<file path="src/rtl/alg1_div.sv">
// Sequential unsigned divider by repeated subtraction: one subtract-and-count step per clock.
// Handshake: start is sampled only while busy=0; done/div_zero are levels that hold until the next accept or reset.
module alg1_div #(
  parameter int size = 32
) (
  input  logic            clk,
  input  logic            reset,
  input  logic            start,
  input  logic [size-1:0] aIn,
  input  logic [size-1:0] bIn,
  output logic [size-1:0] quotient,
  output logic [size-1:0] remainder,
  output logic            busy,
  output logic            done,
  output logic            div_zero,
  output logic [1:0]      o_state
);

  typedef enum logic [1:0] {
    S_IDLE = 2'd0,
    S_RUN  = 2'd1,
    S_DONE = 2'd2
  } state_t;

  state_t          r_state;
  logic [size-1:0] r_rem;
  logic [size-1:0] r_q;
  logic [size-1:0] r_dvs;
  logic [size-1:0] r_quotient;
  logic [size-1:0] r_remainder;
  logic            r_busy;
  logic            r_done;
  logic            r_div_zero;

  logic            w_ge;
  logic [size-1:0] w_rem_sub;
  logic [size-1:0] w_q_inc;
  logic            w_accept;
  logic            w_b_zero;

  assign w_ge      = (r_rem >= r_dvs);
  assign w_rem_sub = r_rem - r_dvs;
  assign w_q_inc   = r_q + {{(size-1){1'b0}}, 1'b1};
  assign w_accept  = start && (r_state != S_RUN);
  assign w_b_zero  = (bIn == '0);

  always_ff @(posedge clk) begin
    if (reset) begin
      r_state     <= S_IDLE;
      r_rem       <= '0;
      r_q         <= '0;
      r_dvs       <= '0;
      r_quotient  <= '0;
      r_remainder <= '0;
      r_busy      <= 1'b0;
      r_done      <= 1'b0;
      r_div_zero  <= 1'b0;
    end else begin
      case (r_state)
        S_IDLE, S_DONE: begin
          if (w_accept) begin
            if (w_b_zero) begin
              // Divide-by-zero completes immediately without entering RUN.
              r_state     <= S_DONE;
              r_quotient  <= '1;
              r_remainder <= aIn;
              r_done      <= 1'b1;
              r_div_zero  <= 1'b1;
              r_busy      <= 1'b0;
            end else begin
              r_state    <= S_RUN;
              r_rem      <= aIn;
              r_q        <= '0;
              r_dvs      <= bIn;
              r_done     <= 1'b0;
              r_div_zero <= 1'b0;
              r_busy     <= 1'b1;
            end
          end
        end
        S_RUN: begin
          if (w_ge) begin
            r_rem <= w_rem_sub;
            r_q   <= w_q_inc;
          end else begin
            r_quotient  <= r_q;
            r_remainder <= r_rem;
            r_busy      <= 1'b0;
            r_done      <= 1'b1;
            r_state     <= S_DONE;
          end
        end
        default: begin
          r_state <= S_IDLE;
          r_busy  <= 1'b0;
          r_done  <= 1'b0;
        end
      endcase
    end
  end

  assign quotient  = r_quotient;
  assign remainder = r_remainder;
  assign busy      = r_busy;
  assign done      = r_done;
  assign div_zero  = r_div_zero;
  assign o_state   = r_state;

endmodule

</file>
<file path="config.mk">
export PLATFORM = sky130hd
export DESIGN_NAME = alg1_div
export DESIGN_NICKNAME = d
export VERILOG_FILES = /design/src/rtl/alg1_div.sv
export SDC_FILE = /design/constraint.sdc
export NUM_CORES = 1
export LEC_CHECK = 0
export CORE_MARGIN = 3
export CORE_UTILIZATION = 46
export CTS_CLUSTER_DIAMETER = 60
export DETAILED_ROUTE_END_ITERATION = 6
export PLACE_DENSITY = 0.7
export SETUP_SLACK_MARGIN = 0.5
export SLEW_MARGIN = 20
export SYNTH_ARGS = -nofsm -noshare
export SYNTH_HDL_FRONTEND = slang
export SYNTH_SLANG_ARGS = --single-unit
</file>
<file path="constraint.sdc">
create_clock -name clk -period 4 [get_ports clk]
set_input_delay 0.8 -clock clk [delete_from_list [all_inputs] [get_ports clk]]
set_output_delay 0.8 -clock clk [all_outputs]
set_load 0.03 [all_outputs]
</file>
; After elaboration in Yosys (flattened, before gate mapping)
; Index checks and enable logic that the tools add are counted.
[word_totals]
out_inout_bits = 69
register_bits = 165
elab_cells = 59
in_bits = 67
[op_classes]
add_sub_neg = 2
n_reduce_logical = 10
bitwise_logic = 1
mux = 28
n_eq_ne = 8
order_cmp = 1
[ops]
columns = operator, count
row1 = 32-bit two-way mux, 12
row2 = 32-bit one-hot mux with 2 select lines, 4
row3 = 32-bit by 1-bit adder with 32-bit output (second input constant), 1
row4 = 32-bit greater-or-equal comparator, 1
row5 = 32-bit zero test, 1
row6 = 32-bit subtractor, 1
row7 = 2-bit inequality test (second input constant), 5
row8 = 4-bit AND reduction, 2
row9 = 1-bit two-way mux, 6
row10 = 2-bit two-way mux, 3
row11 = 1-bit one-hot mux with 2 select lines, 2
row12 = 2-bit one-hot mux with 2 select lines, 1
row13 = 2-bit AND reduction, 2
row14 = 3-bit AND reduction, 1
row15 = 2-bit by 1-bit equality test with 1-bit output (second input constant), 1
row16 = 2-bit equality test (second input constant), 1
row17 = 2-bit zero test, 1
row18 = 2-bit by 1-bit inequality test with 1-bit output (second input constant), 1
row19 = 2-bit nonzero test, 1
row20 = 2-bit OR reduction, 1
row21 = 1-bit logical AND, 1
row22 = 1-bit inverter, 1

; Longest topological paths before layout
; Gate-level depths: netlist of the first run.
[logic_depth]
word_depth = 4
mapped_depth = 14
mapped_depth_nobuf = 12

; Worst setup path before layout of the first run
; No wires, ideal clock.
[synth_path]
path_type = reg-to-reg
start = register r_rem[0]
end = register r_remainder[10] (netlist: remainder[10])
path_buffers = 2
synth_period_minus_slack_ps = 2721
t_required_ps = 3853
setup_ps = 147
slack_ps = 1279
path_stages_with_launch = 15
arrival_time_ps = 2575
path_cell_list = dfxtp_1 inv_1 ha_1 inv_1 fa_1 a211oi_2 o31ai_4 o21ai_2 nand4_1 a21oi_2 o21a_2 or2_1 buf_6 buf_6 a311oi_2
[synth_between]
elab_chain_cells = 3
[synth_rtl]
columns = element, line_no
row1 = from (decl), 26  ; logic [size-1:0] r_rem;
row2 = from (signal assigned), 72  ; r_rem <= aIn;
row3 = from (signal assigned), 83  ; r_rem <= w_rem_sub;
row4 = 32-bit greater-or-equal comparator, 41  ; assign w_ge = (r_rem >= r_dvs);
row5 = 2-bit inequality test (no line), --
row6 = 4-bit AND reduction (no line), --
row7 = to (signal assigned), 66  ; r_remainder <= aIn;
row8 = to (signal assigned), 87  ; r_remainder <= r_rem;
row9 = to (decl), 30  ; logic [size-1:0] r_remainder;
; Every way passes these cells.
; A chain may end at the register's enable or synchronous reset.

; Final worst setup path of the first run
[layout_path]
start = register r_rem[0]
end = register r_remainder[19] (netlist: remainder[19])
; Same word-level chain as after synthesis.

==> results of run 1 <==
## layout make-up
cell class,instances,area (sq um),share of cell area [%]
sequential,163,3260,29.2
clock buffer,18,429,3.84
inverter,41,154,1.38
clock inverter,14,190,1.70
multi-input combinational,791,5280,47.3
tap,260,325,2.91
timing repair buffer,157,1530,13.7
## Yosys cell counts (6+ instances only)
| cell | n |
|---|---|
| dfxtp_1 | 163 |
| nand2_1 | 136 |
| nor2_1 | 109 |
| a21oi_1 | 73 |
| clkbuf_1 | 49 |
| o21ai_0 | 45 |
| nor3_1 | 44 |
| inv_1 | 41 |
| mux2i_1 | 36 |
| a311oi_1 | 34 |
| ha_1 | 33 |
| a311oi_2 | 29 |
| nand3_1 | 26 |
| o221a_1 | 20 |
| buf_2 | 19 |
| a21o_1 | 13 |
| nand3b_1 | 13 |
| and3_1 | 12 |
| nand4_1 | 12 |
| o221a_2 | 12 |
| xnor2_1 | 12 |
| nor4_1 | 10 |
| a31oi_1 | 9 |
| a41oi_1 | 9 |
| nand2b_1 | 9 |
| xor2_1 | 9 |
| a211oi_1 | 8 |
| and4_1 | 8 |
| or3_1 | 8 |
| buf_6 | 6 |
| o211ai_1 | 6 |
## kinds of logic (layout without fill, tap and decap cells)
kind of cell,after synthesis,count (layout),share of synthesized area (%)
muxes,37,37,4.12
AOI/OAI and AO/OA,291,292,25.7
and+or+nand+nor,407,407,21.2
buffers and inverters,122,230,6.03
DFF,163,163,36.1
adders and majority gates,34,34,4.80
xor gates and xnor gates,21,21,2.04
## worst max-delay path: cells and delay by family, from the launching register on
family / cells / cell delay [ns]
AOI/OAI and AO/OA: 6 / 1.42
adders and majority gates: 2 / 0.59
buffers and inverters: 3 / 0.42
DFF: 1 / 0.33
and+or+nand+nor: 2 / 0.36
## worst max path at each step
stage / from / end / slack [ns] / cells past startpoint
2_1_floorplan: r_rem[0] / remainder[10] / 1.28 / 14
3_3_place_gp: bIn[15] / r_rem[10] / 0.65 / 10
3_5_place_dp: bIn[8] / r_rem[10] / 0.54 / 9
4_1_cts: r_dvs[19] / r_rem[18] / 0.58 / 10
5_1_grt: r_dvs[17] / remainder[25] / 0.52 / 11
6_report: r_rem[0] / remainder[19] / 0.74 / 13
## stage by stage
stage | std cells | instance area [sq um] | hold slack (ns) | setup WS (ns)
2_1_floorplan | 1075 | 9030 | 0.445 | 1.28
3_3_place_gp | 1409 | 10500 | 0.455 | 0.654
3_5_place_dp | 1409 | 10500 | 0.463 | 0.537
4_1_cts | 1441 | 11100 | 0.472 | 0.581
5_1_grt | 1444 | 11200 | 0.485 | 0.520
6_report | 1444 | 11200 | 0.479 | 0.736
## power by group through the flow
| stage | sequential [uW] | combinational [uW] | clock, uW |
|---|---|---|---|
| after floorplan | 2190 | 1520 | 0 |
| after global placement | 2000 | 2380 | 0 |
| after detailed placement | 2010 | 2400 | 0 |
| after CTS | 1970 | 2420 | 1730 |
| after global routing | 2000 | 2680 | 1800 |
| final | 1970 | 2450 | 1710 |
## registers in the layout, indices dropped and copies added, names as in the netlist
name and flops:
quotient 32, r_dvs 32, r_q 32, r_rem 32
remainder 32, div_zero 1, done 1, o_state 1
## layer usage
metal  global-route usage (%)  up-vias  wire [um]  share of wire (%)
li1                         -     4177          -                  -
met2                     37.8      261      11900                 46
met5                        0        -          0                  0
met3                     4.41       34       1510                5.9
met1                     32.4     4125      11900                 46
met4                     5.50        0        347                1.4
## repair_timing
| action | CTS | global route |
|---|---|---|
| setup endpoints to repair | 0 | 25 |
| setup buffers | 0 | 2 |
| resized for setup | 0 | 1 |
==> metrics list, run 1 <==
* Ratio of cells with drive above 1 in the final layout: 9.97%
- For the pin with the worst max-slew slack, the measured transition is 1.01 ns.
* Cell leakage power: 0.00414 uW
- Counting the fill cells in the layout gives 1757.
- In this run switching power makes up 38.7% of total power.
- TritonCTS clock tree: built
- Pre-antenna DRT Iters: 5
* CP most frequent cell: inv_1
- After layout, the minimum clock period comes to 3.26 ns.
* Outcome: finished, final reports clean
* Vertical die dimension: 146 um
- Worst hold-check path type: reg2reg
- Upper clock frequency limit: 306 MHz
- H-tree levels: 4
- Summed over all failing endpoints, the final setup total negative slack is 0 ns.
- Initial core utilization: 47.5%
- After detailed routing, the average wire length per cell comes to 17.7 um.
* Global-route wire length before repair: 41300 um
- The largest total area in the synthesized netlist belongs to dfxtp_1.
- Cell types with the largest area share after synthesis: dfxtp_1, nand2_1, a311oi_2
- Clock Sink Count: 163
* Total power: 6130 uW
- Across all register-to-register paths, the minimum setup slack is 0.74 ns.
* Power dissipated by switching net loads: 2380 uW
* Core Box Area: 0.0190 sq mm
- The number of hold-slack violations in the final timing report came to 0.
- Starting DRT DRC Count: 628
- Beginning of the worst register-to-register path: r_rem[0]
* Post-synth top flop: dfxtp_1
* Highest-count cells in the layout ignoring fill and taps: dfxtp_1, nand2_1, clkdlybuf4s50_1, nor2_1, a21oi_1
- Remaining routing DRC violations: 0
* RSZ-0062 raised after global routing: no
- Cts bufs inserted: 17
- The initial antenna violation count came to 0.
- Max-cap violations: 0
- For the worst setup path, the data required time is 4.29 ns.
- Root Driver: clkbuf_16
- Peak VDD IR: 421 uV
- Port buffering added 135 buffers.
- Ports placed on the boundary: 136
- Antenna diode count: 0
- Max-Slew Margin vs Limit: 32.7%
- The wire-length estimate of the detail-placed layout is 18100 um.
- The final layout contains 1272 nets.
- Entering global routing, the biggest net connects 74 pins.
- Sequential group share of total power: 32.1%
- Hold Path Stages: 2
- Cells fill 58.7% of the core in the end.
- Clock latency on the worst-skew pair, taken at its later pin, is 0.44 ns.
- GRT Total Usage: 23.3%
- EDFF count, synth: 0
* Synth Net Count: 1176
- The worst register-to-register path ends at remainder[19].
* Portion of total power attributed to the clock network: 27.9%
* Cell-internal power: 3760 uW
* Overall via count from detail_route: 8597
- Number of routed nets with antenna violations: 0
* Synthesis warning total: 0
- Portion of synthesized cell area occupied by the leading cell type: 36.1%
- In the synthesized netlist the async set-or-reset flop fraction comes to 0%.
- Clock-pin slew was measured on the worst setup and hold paths at 0.07 ns.
* Synth Area per Inst: 8.40 sq um
- The library cell used most frequently in the layout, excluding fill and tap cells, is dfxtp_1.
- On the final layout, the worst clock skew is 0.0123 ns.
- Setup violation total in the final timing report: 0
* Max incr delay on CP: 0.44 ns
* Power per cell area: 549 mW/mm^2
- Hold Path End: r_rem[0]
* Final Max Tran Viols: 0
- The via count of the first global-routing pass is 7865.
- STA classifies the critical path startpoint as a flop.
* Crit share post-route: 81.6%
* Final weighted congestion in routability-driven placement: 0.885
- Number of cell instances on the worst register-to-register path: 13
* Number of register bits inferred by synthesis: 163
- Of the total power, combinational logic draws 40.0%.
- For this run the aggregate overflow at the end of global routing stands at 0.
- On the critical path, the stage with the largest delay is an instance of fa_1.
- Chain of cells forming the critical path: inv_1, ha_1, inv_1, fa_1, a211oi_2, o31ai_4, o21ai_2, nand4_1, a21oi_4, o21a_2, or2_2, buf_4, a311oi_2
- The floorplan step defined a die boundary enclosing 0.0213 sq mm.
- Worst endpoint data arrival time: 3.55 ns
- Compared with the post-synthesis result, the final layout area differs by 23.7%.
* # hold bufs at CTS: 0
* Kind of end point of the critical path: flop
- Critical path type: reg2reg
- Number of buffers on the longest clock path: 2
- Synthesis handed over a netlist of 1075 instances.
- Drt via density: 5.95
- Die extent in x: 146 um
* Worst-path maximum fanout: 16
* Total routed wirelength: 25600 um
* Post-Synthesis Cell Area: 0.00903 sq mm
- The initialized floorplan defines 50 standard-cell rows.
- Sequential elements use 36.1% of the synthesized area.
- Number of unique standard cell types used by synthesis: 67
- Min-Delay Startpoint: r_rem[0]
Note: power is estimated with default switching activity, not from simulation.
==> run 2: changes to the inputs <==
--- a/config.mk
+++ b/config.mk
@@ -9,7 +9,7 @@
 export CORE_UTILIZATION = 46
 export CTS_CLUSTER_DIAMETER = 60
 export DETAILED_ROUTE_END_ITERATION = 6
-export PLACE_DENSITY = 0.7
+export PLACE_DENSITY = 0.72
 export SETUP_SLACK_MARGIN = 0.5
 export SLEW_MARGIN = 20
 export SYNTH_ARGS = -nofsm -noshare
==> constraint.sdc (replaced) <==
create_clock -name clk -period 2.7 [get_ports clk]
set_input_delay 0.54 -clock clk [delete_from_list [all_inputs] [get_ports clk]]
set_output_delay 0.54 -clock clk [all_outputs]
set_load 0.03 [all_outputs]
==> run 2 against run 1 <==
Effect of this change:
- the flow now finishes with violations (setup timing)
- clock power up 52%
- setup slack worse by 0.76 ns
- hold slack worse by 0.074 ns
- register-to-register slack worse by 0.76 ns
- sequential share of layout area fell by 2.9 points
- critical path depth is 1 higher
- final area up 11%
- clock-buffer cell count shrank 1
- sequential power is 48% higher
- critical endpoint is now r_q[6]
- flip-flop and latch count stayed put
- core utilization rose by 6.6 points
- largest power group unchanged
- wire length increased by 9.1%
==> metrics list, run 2 (synthesized netlist as in run 1, its figures left out) <==
- For this run, the top clock speed supported by timing is 366 MHz.
* Reg clk slew, reported paths: 0.07 ns
- TritonCTS clock tree: built
- Buffers inserted to repair hold after CTS numbered 0.
* Critical path type: reg2reg
- Setup repair after global routing could not meet its margin everywhere.
* Highest-count cells in the layout ignoring fill and taps: dfxtp_1, nand2_1, clkdlybuf4s50_1, nor2_1, buf_4
- Dividing the detail-routed wire length by the instance count gives 18.1 um.
- Ports placed on the boundary: 136
- Power per cell area: 800 mW/mm^2
* Chain of cells forming the critical path: inv_2, ha_4, inv_2, fa_2, a211oi_4, o31ai_4, o21ai_2, nand4_1, a21oi_4, buf_4, o211ai_4, buf_12, a21bo_2, a21oi_1
- Hold Path Stages: 3
* Setup violation total in the final timing report: 26
- Layout net count: 1374
- Per report_power, the combinational group accounts for 44.6% of the total.
- Vias in the first global route: 8419
* Root Driver: clkbuf_16
* Slew of the pin with the lowest slew margin: 0.698 ns
* Estimated wirelength of the detail-placed design: 18900 um
- Worst hold slack across all endpoints: 0.404 ns
- Filler cell count: 1579
- The run finished, with violations left.
* Total power: 9940 uW
- The initialized floorplan defines 50 standard-cell rows.
- Terminus of the critical flop-to-flop path: r_q[6]
- Endpoint required time on the critical path: 3.07 ns
- Cell at the slowest stage of the critical path: fa_2
- Worst hold-check path type: in2reg
* Antenna diode count: 0
* Die extent in x: 146 um
- The worst register-to-register path has a depth of 14.
* Cell type group with the largest total delay on the critical path: compound AO/OA/AOI/OAI gates
* Post-layout instance area: 0.0124 sq mm
- After layout, the worst setup slack is -0.0291 ns.
- Min-Delay Startpoint: bIn[14]
* Final weighted congestion in routability-driven placement: 0.930
- Cell internal power was estimated by the tool at 6050 uW.
* Remaining routing DRC violations: 0
- The clock tree synthesis step divided the H-tree into 4 levels.
* Number of routed nets with antenna violations: 0
* Pin count of the biggest net entering global routing: 128
- Sequential group share of total power: 29.3%
* Kind of end point of the critical path: flop
* Total Die Area: 0.0213 sq mm
- Among the stages of the critical path, the cell type that occurs most often is inv_2.
- Counting both buffers and inverters, the worst setup path holds a total of 4.
- Number of buffers on the longest clock path: 2
* Crit share post-route: 101%
- After detailed placement, the total cell area comes to 0.0114 sq mm.
- Cell count after placement: 1500
* Initial core utilization: 47.5%
* Starting DRT DRC Count: 624
- Net switching is 39.1% of the power.
- In this run the power spent charging and discharging nets is 3890 uW.
- Final critical-path required period: 2.73 ns
- Area Overhead vs Synth: 37.6%
- Clock Sink Count: 163
* Register-to-register path setup slack: -0.03 ns
* Hold Path End: r_dvs[14]
- Measured along the y axis, the die boundary spans 146 um.
- Violations in the final reports: setup timing
- Buffers inserted during clock tree synthesis total 17.
- The worst setup path is launched from a flop.
- The first TritonRoute pass finished after 6 iterations.
- Of the cells placed in the final design, the portion with a size suffix greater than 1 is 20.1%.
* Worst endpoint data arrival time: 3.10 ns
* Post-route clock skew: 0.0177 ns
- Clk Latency, worst-skew pair: 0.45 ns
- The detailed router placed 9049 vias in this run.
- Max incr delay on CP: 0.38 ns
- Leaving out fill and tap cells, the most frequent cell in the layout is dfxtp_1.
* Global-route wire length before repair: 43800 um
- Total global routing overflow: 0
- For the final routed database, the setup TNS stands at -0.290 ns.
* Core Box Area: 0.0190 sq mm
- Final Max Tran Viols: 0
- Total routed wirelength: 28000 um
- Worst-path maximum fanout: 19
* Endpoints failing hold: 0
- Summed over all cells, the static leakage comes to 0.00482 uW.
* Number of port buffers: 135
* Beginning of the worst register-to-register path: r_rem[0]
- Count of non-filler cells in the finished layout: 1546
- Max-Slew Margin vs Limit: 53.5%
* Max-cap violations: 0
* Peak VDD IR: 498 uV
* Portion of total power attributed to the clock network: 26.1%
* Drt via density: 5.85
- The initial antenna violation count was 0.
* GRT Total Usage: 24.9%
## run 2: changes by cell type in the layout (fill, tap and decap cells not counted), moves of 14 or more
cell / before / now
buf_4: 22 / 101
o21ai_0: 45 / 23
o21ai_1: 1 / 23
buf_12: 1 / 15
## run 2: power groups by stage
stage          Combinational, uW  Sequential, uW  Clock, uW
2_1_floorplan               2320            3250          0
3_3_place_gp                4080            2960          0
3_5_place_dp                4110            2960          0
4_1_cts                     4320            2910       2620
5_1_grt                     4780            2950       2710
6_report                    4430            2910       2600
## run 2: per-stage QoR
| stage | setup slack, ns | util [%] |
|---|---|---|
| floorplan | 0.0306 | - |
| global placement | -0.130 | 59.8 |
| detailed placement | -0.155 | 59.8 |
| CTS | 0.0271 | 64.3 |
| global route | -0.159 | 65.3 |
| finish | -0.0291 | 65.3 |
## run 2: worst max-delay path by stage
| stage | from | end | slack [ns] | cells after the start |
|---|---|---|---|---|
| after floorplan | r_rem[0] | remainder[11] | 0.03 | 14 |
| after global placement | bIn[8] | remainder[11] | -0.13 | 9 |
| after detailed placement | bIn[8] | quotient[6] | -0.15 | 9 |
| after CTS | r_rem[0] | r_q[6] | 0.03 | 14 |
| after global routing | r_rem[0] | r_rem[16] | -0.16 | 14 |
| final | r_rem[0] | r_q[6] | -0.03 | 14 |
## run 2: metal layers
layer  routed length (um)  vias to the layer above  GRT usage (%)
li1                     -                     4370              -
met1                12900                     4327           34.2
met2                13100                      318           40.8
met3                 1620                       34           4.38
met4                  382                        0           6.44
met5                    0                        -              0
## run 2: area by class of cell
class / count / area, sq um / area share [%]
clock inverter: 15 / 206 / 1.66
timing repair buffer: 260 / 2580 / 20.8
sequential: 163 / 3270 / 26.3
multi-input combinational: 790 / 5460 / 44.0
inverter: 41 / 154 / 1.24
tap: 260 / 325 / 2.62
clock buffer: 17 / 425 / 3.42
## run 2: what timing repair did
item | 4_1_cts | 5_1_grt
setup buffers | 7 | 2
pin swaps | 17 | 9
hold endpoints to repair | 0 | 0
cloned | 1 | 4
endpoints found under the setup margin | 162 | 165
resized for setup | 26 | 28
## run 2: worst reg2reg max path, stage by stage, from the launching register on
cell and delay, ns:
dfxtp_2 0.33, inv_2 0.05, ha_4 0.12, inv_2 0.04, fa_2 0.38, a211oi_4 0.29, o31ai_4 0.11, o21ai_2 0.17
nand4_1 0.15, a21oi_4 0.23, buf_4 0.18, o211ai_4 0.13, buf_12 0.19, a21bo_2 0.20, a21oi_1 0.11
